<file path="src/rtl/uart_rx_variable_rate.sv">
// uart_rx_variable_rate
//   UART receiver with a divisor that can be reloaded at runtime. The line is
//   synchronised, the start bit is confirmed at mid-bit, each data bit is
//   sampled one bit period after the previous sample, and the stop bit is
//   checked before the word is published.
//
// Ports
//   i_Clk           system clock
//   i_Rst           asynchronous active-high reset
//   i_Rx_Serial     serial line, idle high, asynchronous to i_Clk
//   i_Clks_Per_Bit  requested divisor (clocks per bit)
//   i_Rate_Load     one-cycle strobe; latches i_Clks_Per_Bit when idle
//   o_Rx_DV         one-cycle pulse, o_Rx_Byte holds a new good word
//   o_Rx_Byte       last good word, held until the next good frame
//   o_Framing_Err   one-cycle pulse when the stop bit is sampled low
//   o_Busy          high whenever the receiver is not idle
//   o_Clks_Per_Bit  active divisor N
//
// Output handshake: o_Rx_DV is a valid-only strobe with no ready; a consumer
// must capture o_Rx_Byte in the cycle o_Rx_DV is high (the byte itself stays
// stable until the next good frame). o_Rx_DV and o_Framing_Err never assert
// together and each fires at most once per frame.
//
// The FSM state is kept in the signal 'state' (type state_t) so that checkers
// can bind to it directly.

module uart_rx_variable_rate #(
   parameter int DATA_BITS            = 8,
   parameter int DIV_WIDTH            = 16,
   parameter int DEFAULT_CLKS_PER_BIT = 217,
   parameter int MSB_FIRST            = 0,
   parameter int SYNC_STAGES          = 2
) (
   input  logic                 i_Clk,
   input  logic                 i_Rst,
   input  logic                 i_Rx_Serial,
   input  logic [DIV_WIDTH-1:0] i_Clks_Per_Bit,
   input  logic                 i_Rate_Load,
   output logic                 o_Rx_DV,
   output logic [DATA_BITS-1:0] o_Rx_Byte,
   output logic                 o_Framing_Err,
   output logic                 o_Busy,
   output logic [DIV_WIDTH-1:0] o_Clks_Per_Bit
);

   localparam int IDX_W = $clog2(DATA_BITS + 1);
   localparam logic [DIV_WIDTH-1:0] MIN_DIV     = DIV_WIDTH'(4);
   localparam logic [DIV_WIDTH-1:0] RESET_DIV   = DIV_WIDTH'(DEFAULT_CLKS_PER_BIT);
   localparam logic [IDX_W-1:0]     LAST_BIT_IX = IDX_W'(DATA_BITS - 1);

   typedef enum logic [2:0] {
      IDLE       = 3'd0,
      START      = 3'd1,
      DATA       = 3'd2,
      STOP       = 3'd3,
      BREAK_WAIT = 3'd4
   } state_t;

   state_t                 state, state_nxt;
   logic [SYNC_STAGES-1:0] sync_q;
   logic                   s_Rx;
   logic [DIV_WIDTH-1:0]   clks_per_bit;
   logic [DIV_WIDTH-1:0]   half_bit;
   logic [DIV_WIDTH-1:0]   last_cnt;
   logic [DIV_WIDTH-1:0]   cnt, cnt_nxt;
   logic [IDX_W-1:0]       bit_idx, bit_idx_nxt;
   logic [DATA_BITS-1:0]   shift_q, shift_nxt;
   logic [DATA_BITS-1:0]   rx_byte;
   logic                   rx_dv, rx_dv_nxt;
   logic                   framing_err, framing_err_nxt;
   logic                   load_byte;
   logic                   rate_load_ok;
   logic [DIV_WIDTH-1:0]   rate_req;

   // ---------------------------------------------------------------------
   // Input synchroniser; resets to idle-high so no false start after reset
   // ---------------------------------------------------------------------
   always_ff @(posedge i_Clk or posedge i_Rst) begin
      if (i_Rst) begin
         sync_q <= '1;
      end else begin
         sync_q <= {sync_q[SYNC_STAGES-2:0], i_Rx_Serial};
      end
   end

   assign s_Rx = sync_q[SYNC_STAGES-1];

   // ---------------------------------------------------------------------
   // Divisor register. A load is only taken in IDLE when the line is still
   // high, so a frame never sees N change under it; the floor of 4 keeps
   // the mid-bit point H distinct from both 0 and N-1.
   // ---------------------------------------------------------------------
   assign rate_load_ok = i_Rate_Load && (state == IDLE) && s_Rx;
   assign rate_req     = (i_Clks_Per_Bit < MIN_DIV) ? MIN_DIV : i_Clks_Per_Bit;
   assign half_bit     = (clks_per_bit - DIV_WIDTH'(1)) >> 1;
   assign last_cnt     = clks_per_bit - DIV_WIDTH'(1);

   always_ff @(posedge i_Clk or posedge i_Rst) begin
      if (i_Rst) begin
         clks_per_bit <= RESET_DIV;
      end else if (rate_load_ok) begin
         clks_per_bit <= rate_req;
      end
   end

   // ---------------------------------------------------------------------
   // FSM state register and datapath registers
   // ---------------------------------------------------------------------
   always_ff @(posedge i_Clk or posedge i_Rst) begin
      if (i_Rst) begin
         state       <= IDLE;
         cnt         <= '0;
         bit_idx     <= '0;
         shift_q     <= '0;
         rx_byte     <= '0;
         rx_dv       <= 1'b0;
         framing_err <= 1'b0;
      end else begin
         state       <= state_nxt;
         cnt         <= cnt_nxt;
         bit_idx     <= bit_idx_nxt;
         shift_q     <= shift_nxt;
         rx_dv       <= rx_dv_nxt;
         framing_err <= framing_err_nxt;
         if (load_byte) begin
            rx_byte <= shift_q;
         end
      end
   end

   // ---------------------------------------------------------------------
   // Next-state and datapath control
   // ---------------------------------------------------------------------
   always_comb begin
      state_nxt       = state;
      cnt_nxt         = cnt;
      bit_idx_nxt     = bit_idx;
      shift_nxt       = shift_q;
      rx_dv_nxt       = 1'b0;
      framing_err_nxt = 1'b0;
      load_byte       = 1'b0;

      case (state)
         IDLE: begin
            cnt_nxt = '0;
            if (!s_Rx) begin
               state_nxt = START;
            end
         end

         // Confirm the start bit at mid-bit; a high line here was a glitch.
         START: begin
            if (cnt == half_bit) begin
               cnt_nxt     = '0;
               bit_idx_nxt = '0;
               state_nxt   = s_Rx ? IDLE : DATA;
            end else begin
               cnt_nxt = cnt + DIV_WIDTH'(1);
            end
         end

         // Counting a full N from the mid-start sample lands every data
         // sample in the middle of its bit.
         DATA: begin
            if (cnt == last_cnt) begin
               cnt_nxt     = '0;
               bit_idx_nxt = bit_idx + IDX_W'(1);
               if (MSB_FIRST != 0) begin
                  shift_nxt = {shift_q[DATA_BITS-2:0], s_Rx};
               end else begin
                  shift_nxt = {s_Rx, shift_q[DATA_BITS-1:1]};
               end
               if (bit_idx == LAST_BIT_IX) begin
                  state_nxt = STOP;
               end
            end else begin
               cnt_nxt = cnt + DIV_WIDTH'(1);
            end
         end

         // Stop sample is taken mid stop bit, leaving half a bit of margin
         // before a back-to-back start edge can arrive.
         STOP: begin
            if (cnt == last_cnt) begin
               cnt_nxt = '0;
               if (s_Rx) begin
                  load_byte = 1'b1;
                  rx_dv_nxt = 1'b1;
                  state_nxt = IDLE;
               end else begin
                  framing_err_nxt = 1'b1;
                  state_nxt       = BREAK_WAIT;
               end
            end else begin
               cnt_nxt = cnt + DIV_WIDTH'(1);
            end
         end

         // A line held low after a bad stop bit is a break, not a new start.
         BREAK_WAIT: begin
            cnt_nxt = '0;
            if (s_Rx) begin
               state_nxt = IDLE;
            end
         end

         default: begin
            state_nxt = IDLE;
            cnt_nxt   = '0;
         end
      endcase
   end

   assign o_Rx_DV        = rx_dv;
   assign o_Rx_Byte      = rx_byte;
   assign o_Framing_Err  = framing_err;
   assign o_Busy         = (state != IDLE);
   assign o_Clks_Per_Bit = clks_per_bit;

endmodule

</file>
<file path="config.mk">
export PLATFORM = sky130hd
export DESIGN_NAME = uart_rx_variable_rate
export DESIGN_NICKNAME = d
export VERILOG_FILES = /design/src/rtl/uart_rx_variable_rate.sv
export SDC_FILE = /design/constraint.sdc
export NUM_CORES = 1
export LEC_CHECK = 0
export CAP_MARGIN = 10
export CORE_ASPECT_RATIO = 2
export CORE_MARGIN = 2
export CORE_UTILIZATION = 45
export CTS_CLUSTER_SIZE = 10
export DETAILED_ROUTE_END_ITERATION = 6
export DONT_BUFFER_PORTS = 1
export MAX_ROUTING_LAYER = met4
export SETUP_SLACK_MARGIN = 0.2
export SYNTH_ARGS = -nofsm -noshare
export SYNTH_HDL_FRONTEND = slang
export SYNTH_SLANG_ARGS = --single-unit
</file>
<file path="constraint.sdc">
create_clock -name i_Clk -period 8.4 [get_ports i_Clk]
set_input_delay 0.84 -clock i_Clk [delete_from_list [all_inputs] [get_ports i_Clk]]
set_output_delay 0.84 -clock i_Clk [all_outputs]
set_load 0.02 [all_outputs]
</file>
==> impl_metrics.py, run 1 <==
metrics = {
    "run_status": {
        "status": "finished, final reports clean",
    },
    "floorplanning": {
        "row_count": 48,
        "coreArea_um2": 8590,
        "die_w_um": 70.4,
        "pin_count": 47,
        "start_util_pct": 46.3,
        "fp.dieArea_um2": 9640,
        "die_h_um": 137,
    },
    "synthesis": {
        "synth_area_um2": 3970,
        "yosys_warnings": 0,
        "ys_ff_latch": 59,
        "yosysTopAreaCell": "dfrtp_1",
        "synth_edf_count": 0,
        "yosys.area_share.adder_pct": 0.945,
        "yosys-top-cells-count": "dfrtp_1, nor2_1, mux2_2",
        "synth_xor_area_share_pct": 10.0,
        "avgSynthCellArea_um2": 9.64,
        "synthMuxAreaShare_pct": 8.76,
        "synth.distinct_cells": 71,
        "synth_most_common_cell": "dfrtp_1",
        "synth_top_family_by_area": "simple AND/OR/NAND/NOR gates",
        "synth-compound-area-share_pct": 12.4,
        "synthCells": 412,
        "synthSimpleGateAreaFrac_pct": 25.6,
        "synthTopCellsByArea": "dfrtp_1, mux2_2, xnor2_1",
        "syn-num-nets": 435,
        "yosysSeqAreaShare_pct": 37.4,
        "synth_top_area_share_pct": 32.8,
        "synth-main-ff-cell": "dfrtp_1",
        "synth-async-reset-ratio_pct": 100,
    },
    "pwr": {
        "power.share.clock_pct": 24.2,
        "p_sw_share_pct": 43.8,
        "power.share.sequential_pct": 35.7,
        "power.switching_uw": 672,
        "power_density_nw_per_um2": 358,
        "p_comb_share_pct": 40.2,
        "p_int_uw": 860,
        "leakagePower_nw": 1.77,
        "ir_worst_vdd_uv": 315,
    },
    "hold_path": {
        "holdPathEnd": "sync_q[1]",
        "hold_path_class": "flip-flop to flip-flop",
        "hold_start": "sync_q[0]",
        "holdPathStages": 0,
    },
    "sta": {
        "tightest_slew_ns": 0.868,
        "fin_skew_ns": 0.00760,
        "slew_violations": 0,
        "setup-tns-final_ns": 0,
        "hold_viol": 0,
        "slew_headroom_pct": 41.6,
        "setup_viol": 0,
        "max_freq_ghz": 0.289,
        "min_period_ns": 3.46,
        "rsz0062_at_grt": "false",
        "finalCritPeriodShare_pct": 41.2,
    },
    "routing": {
        "drc": 0,
        "wl_per_cell_um": 18.8,
        "drt_pre_antenna_iters": 4,
        "routed_wl_um": 9440,
        "viasPerCell": 5.95,
        "via_count": 2981,
        "antenna_left": 0,
        "drtIter0Drc": 113,
    },
    "setup_path": {
        "reg2reg_to": "cnt[15]",
        "r2r-start": "o_Clks_Per_Bit[5]",
        "reg2regPathDepth": 8,
        "path_class": "flip-flop to flip-flop",
        "critPathLaunchType": "flip-flop",
        "cp_max_fo": 16,
        "cp_data_arrival_time_ns": 3.65,
        "end_kind": "flip-flop",
        "r2r_setup_slack_ns": 4.94,
        "crit_required_ns": 8.60,
    },
    "clock_tree": {
        "numCtsBuffers": 9,
        "htree_levels": 3,
        "path_clk_slew_ns": 0.05,
        "clock_sinks": 59,
        "post_cts_resized": 0,
        "hold_buffers": 0,
        "cts_root_buf": "clkbuf_16",
        "cts_setup_buffers": 0,
        "cts_tree": "built",
        "clk_latency_ns": 0.33,
        "clockBufferDepth": 2,
    },
    "grt": {
        "use_met3_pct": 4.57,
        "grt_busiest_layer": "met2",
        "track_usage_pct": 21.8,
        "met2_usage_pct": 37.4,
        "gr-total-overflow": 0,
        "grtUsageMet1_pct": 21.1,
        "antenna_found_initial": 0,
        "grt_max_degree": 60,
        "grt_first_pass_wirelength_um": 15700,
        "grt_pass1_vias": 3142,
    },
    "final_layout": {
        "layout-drive-gt1-share_pct": 20.7,
        "utilization_pct": 49.8,
        "diodes": 0,
        "ff_latch_area_um2": 1490,
        "area_growth_syn_to_layout_pct": 7.62,
        "multi_input_area_um2": 2290,
        "fin_nets": 419,
        "n_fill_cell": 820,
    },
    "place": {
        "dp_hpwl_um": 7240,
        "portBuffers": 0,
        "gp_congestion": 0.944,
    },
    "job": {
        "max-cap-violations": 0,
    },
}
cells in the final DEF, fill, tap and decap left out, types with 4 or more instances in the layout:
cell type  synthesis  final
and3_1             9      9
xor2_1            16     16
nor4_2             4      4
xnor2_1           27     27
nor3_1             7      7
or3_1              4      4
a221oi_1           4      4
nand2b_1          12     12
dfstp_2            7      7
o21ai_0           10     10
nand4_1           13     13
clkbuf_16          0      9
nor2_1            44     44
a21oi_1           12     12
dfrtp_1           52     52
nor2b_1            6      6
inv_1             11     10
nand2_1           25     25
nand3_1           17     17
mux2_2            30     30
flip-flops by register name, indices dropped and copies added, names as in the netlist:
| register | count |
|---|---|
| bit_idx | 4 |
| o_Clks_Per_Bit | 16 |
| o_Rx_DV | 1 |
| o_Rx_Byte | 8 |
| cnt | 16 |
| state | 3 |
| o_Framing_Err | 1 |
| shift_q | 8 |
| sync_q | 2 |
critical path, cell delays in order, from the launching register on:
cell	delay, ns
dfrtp_1	0.62
nor4_4	0.66
and4_1	0.35
xnor3_1	0.30
nand4b_1	0.26
nor4_4	0.50
a21boi_2	0.14
o21ai_4	0.40
nor2_1	0.10
through the flow:
step | setup WS [ns] | power [mW] | instances | cell area [um^2] | hold slack (ns)
2_1_floorplan | 5.51 | 1.05 | 412 | 3970 | 0.345
3_3_place_gp | 4.96 | 1.15 | 485 | 3970 | 0.351
3_5_place_dp | 4.91 | 1.16 | 485 | 3970 | 0.350
4_1_cts | 4.91 | 1.54 | 501 | 4280 | 0.361
5_1_grt | 4.68 | 1.63 | 501 | 4280 | 0.364
6_report | 4.94 | 1.53 | 501 | 4280 | 0.360
kinds of logic after synthesis:
group | Yosys count
adder cells (fa/ha/maj) | 3
XOR/XNOR | 44
AO/OA/AOI/OAI | 64
buffers and inverters | 41
multiplexers | 31
flip-flops | 59
AND/OR/NAND/NOR | 170
final cells by class:
type	count	share of cell area, %
multi-input cells	312	53.7
inverters	11	0.966
repair buffers	3	0.527
flip-flops and latches	59	34.7
well taps	100	2.93
clock buffers	12	6.00
clock inverters	4	1.17
power groups by stage:
stage | clock network, mW | logic [mW] | registers (mW)
2_1_floorplan | 0 | 0.611 | 0.437
3_3_place_gp | 0 | 0.603 | 0.552
3_5_place_dp | 0 | 0.612 | 0.553
4_1_cts | 0.378 | 0.614 | 0.548
5_1_grt | 0.391 | 0.682 | 0.561
6_report | 0.370 | 0.615 | 0.547
routing by layer:
metal | up-vias | part of all wire, %
li1 | 1437 | -
met1 | 1413 | 36
met2 | 86 | 54
met3 | 45 | 3.4
met4 | 0 | 6.7
met5 | - | 0
how the worst max path moves through the flow:
stage	depth (start not counted)	startpoint	slack, ns	end
after detailed placement	8	o_Clks_Per_Bit[5]	4.91	cnt[13]
after global routing	8	o_Clks_Per_Bit[5]	4.68	cnt[2]
after floorplan	12	o_Clks_Per_Bit[0]	5.51	cnt[0]
after CTS	8	o_Clks_Per_Bit[5]	4.91	cnt[15]
final	8	o_Clks_Per_Bit[5]	4.94	cnt[15]
after global placement	8	o_Clks_Per_Bit[5]	4.96	cnt[3]
(Power assumes the default switching activity.)
==> run 2: changes to the inputs <==
- clock period: 8.4 -> 3.33 ns (I/O delays scaled with it)
==> impl_metrics.py, run 2 (synthesized netlist as in run 1, its figures left out) <==
metrics = {
    "final_layout": {
        "final_common_cell": "dfrtp_1",
        "final_cell_mix": "dfrtp_1, nor2_1, mux2_2",
        "fin_nets": 444,
        "area_growth_syn_to_layout_pct": 15.7,
        "n_fill_cell": 791,
        "diodes": 0,
        "layout-drive-gt1-share_pct": 28.2,
    },
    "pwr": {
        "leakagePower_nw": 1.94,
        "p_comb_share_pct": 48.5,
        "p_sw_share_pct": 43.8,
        "power_density_nw_per_um2": 923,
        "power.switching_mw": 1.86,
        "power.share.clock_pct": 22.1,
        "ir_worst_vdd_uv": 534,
        "p_int_mw": 2.38,
        "power.share.sequential_pct": 29.4,
    },
    "place": {
        "gp_congestion": 0.960,
        "dp_slack_ns": 0.0428,
        "portBuffers": 0,
        "dp_hpwl_um": 7700,
    },
    "clock_tree": {
        "clock_sinks": 59,
        "clockBufferDepth": 2,
        "clk_latency_ns": 0.33,
        "numCtsBuffers": 9,
        "cts_root_buf": "clkbuf_16",
        "cts_tree": "built",
        "htree_levels": 3,
        "path_clk_slew_ns": 0.06,
    },
    "setup_path": {
        "crit_family": "simple AND/OR/NAND/NOR gates",
        "critPathLaunchType": "flip-flop",
        "cp_data_arrival_time_ns": 3.22,
        "critPathSlowestCell": "or3_4",
        "slowest_delay_ns": 0.48,
        "end_kind": "flip-flop",
        "path_class": "flip-flop to flip-flop",
        "crit_chain": "buf_4 > inv_1 > ha_2 > nor2b_4 > nand3_1 > o31ai_1 > nor3b_2 > nand4_1 > or3_4 > o211a_1 > a31o_1",
        "cp_max_fo": 6,
        "crit_required_ns": 3.55,
        "path_buf_inv": 2,
    },
    "job": {
        "max-cap-violations": 0,
    },
    "floorplanning": {
        "pin_count": 47,
        "start_util_pct": 46.3,
        "fp.dieArea_um2": 9640,
        "row_count": 48,
        "coreArea_um2": 8590,
        "die_h_um": 137,
        "die_w_um": 70.4,
    },
    "sta": {
        "slew_headroom_pct": 49.6,
        "min_period_ns": 3.00,
        "hold_viol": 0,
        "rsz0062_at_grt": "true",
        "setup_viol": 0,
        "tightest_slew_ns": 0.754,
        "finalCritPeriodShare_pct": 90.2,
        "setup-tns-final_ns": 0,
        "postLayoutSetupSlackWorst_ns": 0.327,
        "max_freq_ghz": 0.333,
        "slew_violations": 0,
        "fin_skew_ns": 0.00818,
    },
    "routing": {
        "routed_wl_um": 10100,
        "drc": 0,
        "via_count": 3111,
        "antenna_left": 0,
        "wl_per_cell_um": 19.2,
        "drt_pre_antenna_iters": 4,
        "viasPerCell": 5.91,
        "drtIter0Drc": 137,
    },
    "grt": {
        "track_usage_pct": 22.3,
        "antenna_found_initial": 0,
        "gr-total-overflow": 0,
        "grt_pass1_vias": 3091,
        "grt_max_degree": 38,
        "grt_first_pass_wirelength_um": 15800,
    },
    "run_status": {
        "status": "finished, final reports clean",
    },
    "hold_path": {
        "hold_path_class": "input port to asynchronous set/reset pin",
    },
}
## run 2: cell types whose count changed in the layout (fill, tap and decap cells not counted), sizes merged
cell         delta
inv             +1
buf            +24
clkinvlp        -1
clkbuf          -3
clkinv          +3
dlygate4sd3     +1
## run 2: per-layer routing
metal / routed length (um) / GRT usage [%] / part of all wire, % / up-vias
met5: 0 / - / 0 / -
met3: 341 / 5.08 / 3.4 / 42
met4: 745 / 16.1 / 7.4 / 0
li1: - / - / - / 1493
met2: 5420 / 38.5 / 54 / 82
met1: 3580 / 21.5 / 35 / 1494
## run 2: worst paths after layout
check                                   from            endpoint  slack [ns]  cells after the start
min                                    i_Rst  o_Clks_Per_Bit[10]       0.009                      1
min in group i_Clk         i_Clks_Per_Bit[2]   o_Clks_Per_Bit[2]        0.12                      2
min reg2reg                        sync_q[0]           sync_q[1]        0.36                      0
max                        o_Clks_Per_Bit[1]          bit_idx[1]        0.33                     11
max in group asynchronous              i_Rst   o_Clks_Per_Bit[0]        2.47                      2
max reg2reg                o_Clks_Per_Bit[1]          bit_idx[1]        0.33                     11
## run 2: timing repair
action	4_1_cts	5_1_grt
gates resized for setup	3	16
hold endpoints to repair	1	0
endpoints found under the setup margin	34	37
cloned	0	0
buffers inserted	1	5
pin swaps	2	7
hold buffers	1	0
## run 2: worst register-to-register path, stage by stage (launching register included)
cell and delay, ns:
dfrtp_1 0.39, buf_4 0.17, inv_1 0.08, ha_2 0.21
nor2b_4 0.24, nand3_1 0.19, o31ai_1 0.33, nor3b_2 0.22
nand4_1 0.20, or3_4 0.48, o211a_1 0.22, a31o_1 0.18
## run 2: cell type report
class,instances,area [um^2],share of cell area (%)
Multi-Input combinational cell,312,2400,52.2
Clock buffer,9,225,4.90
Timing Repair Buffer,28,241,5.26
Tap cell,100,125,2.72
Clock inverter,7,77.6,1.69
Sequential cell,59,1490,32.3
Inverter,11,41.3,0.899
## run 2: per-stage QoR
step | utilization [%] | cell area (um^2) | std cells | power (mW) | hold WS [ns]
final | 53.5 | 4590 | 526 | 4.24 | 0.00879
after global routing | 53.5 | 4590 | 526 | 4.50 | 0.0651
after CTS | 51.9 | 4450 | 521 | 4.09 | 0.0295
after detailed placement | 47.8 | 4100 | 503 | 3.09 | 0.338
after floorplan | - | 3970 | 412 | 2.64 | 0.337
after global placement | 47.8 | 4100 | 503 | 3.06 | 0.338
## run 2: power groups by stage
stage	clock (mW)	sequential, mW	combinational, mW
finish	0.937	1.25	2.05
global route	0.981	1.27	2.24
CTS	0.954	1.24	1.90
detailed placement	0	1.25	1.84
global placement	0	1.24	1.82
floorplan	0	1.10	1.54
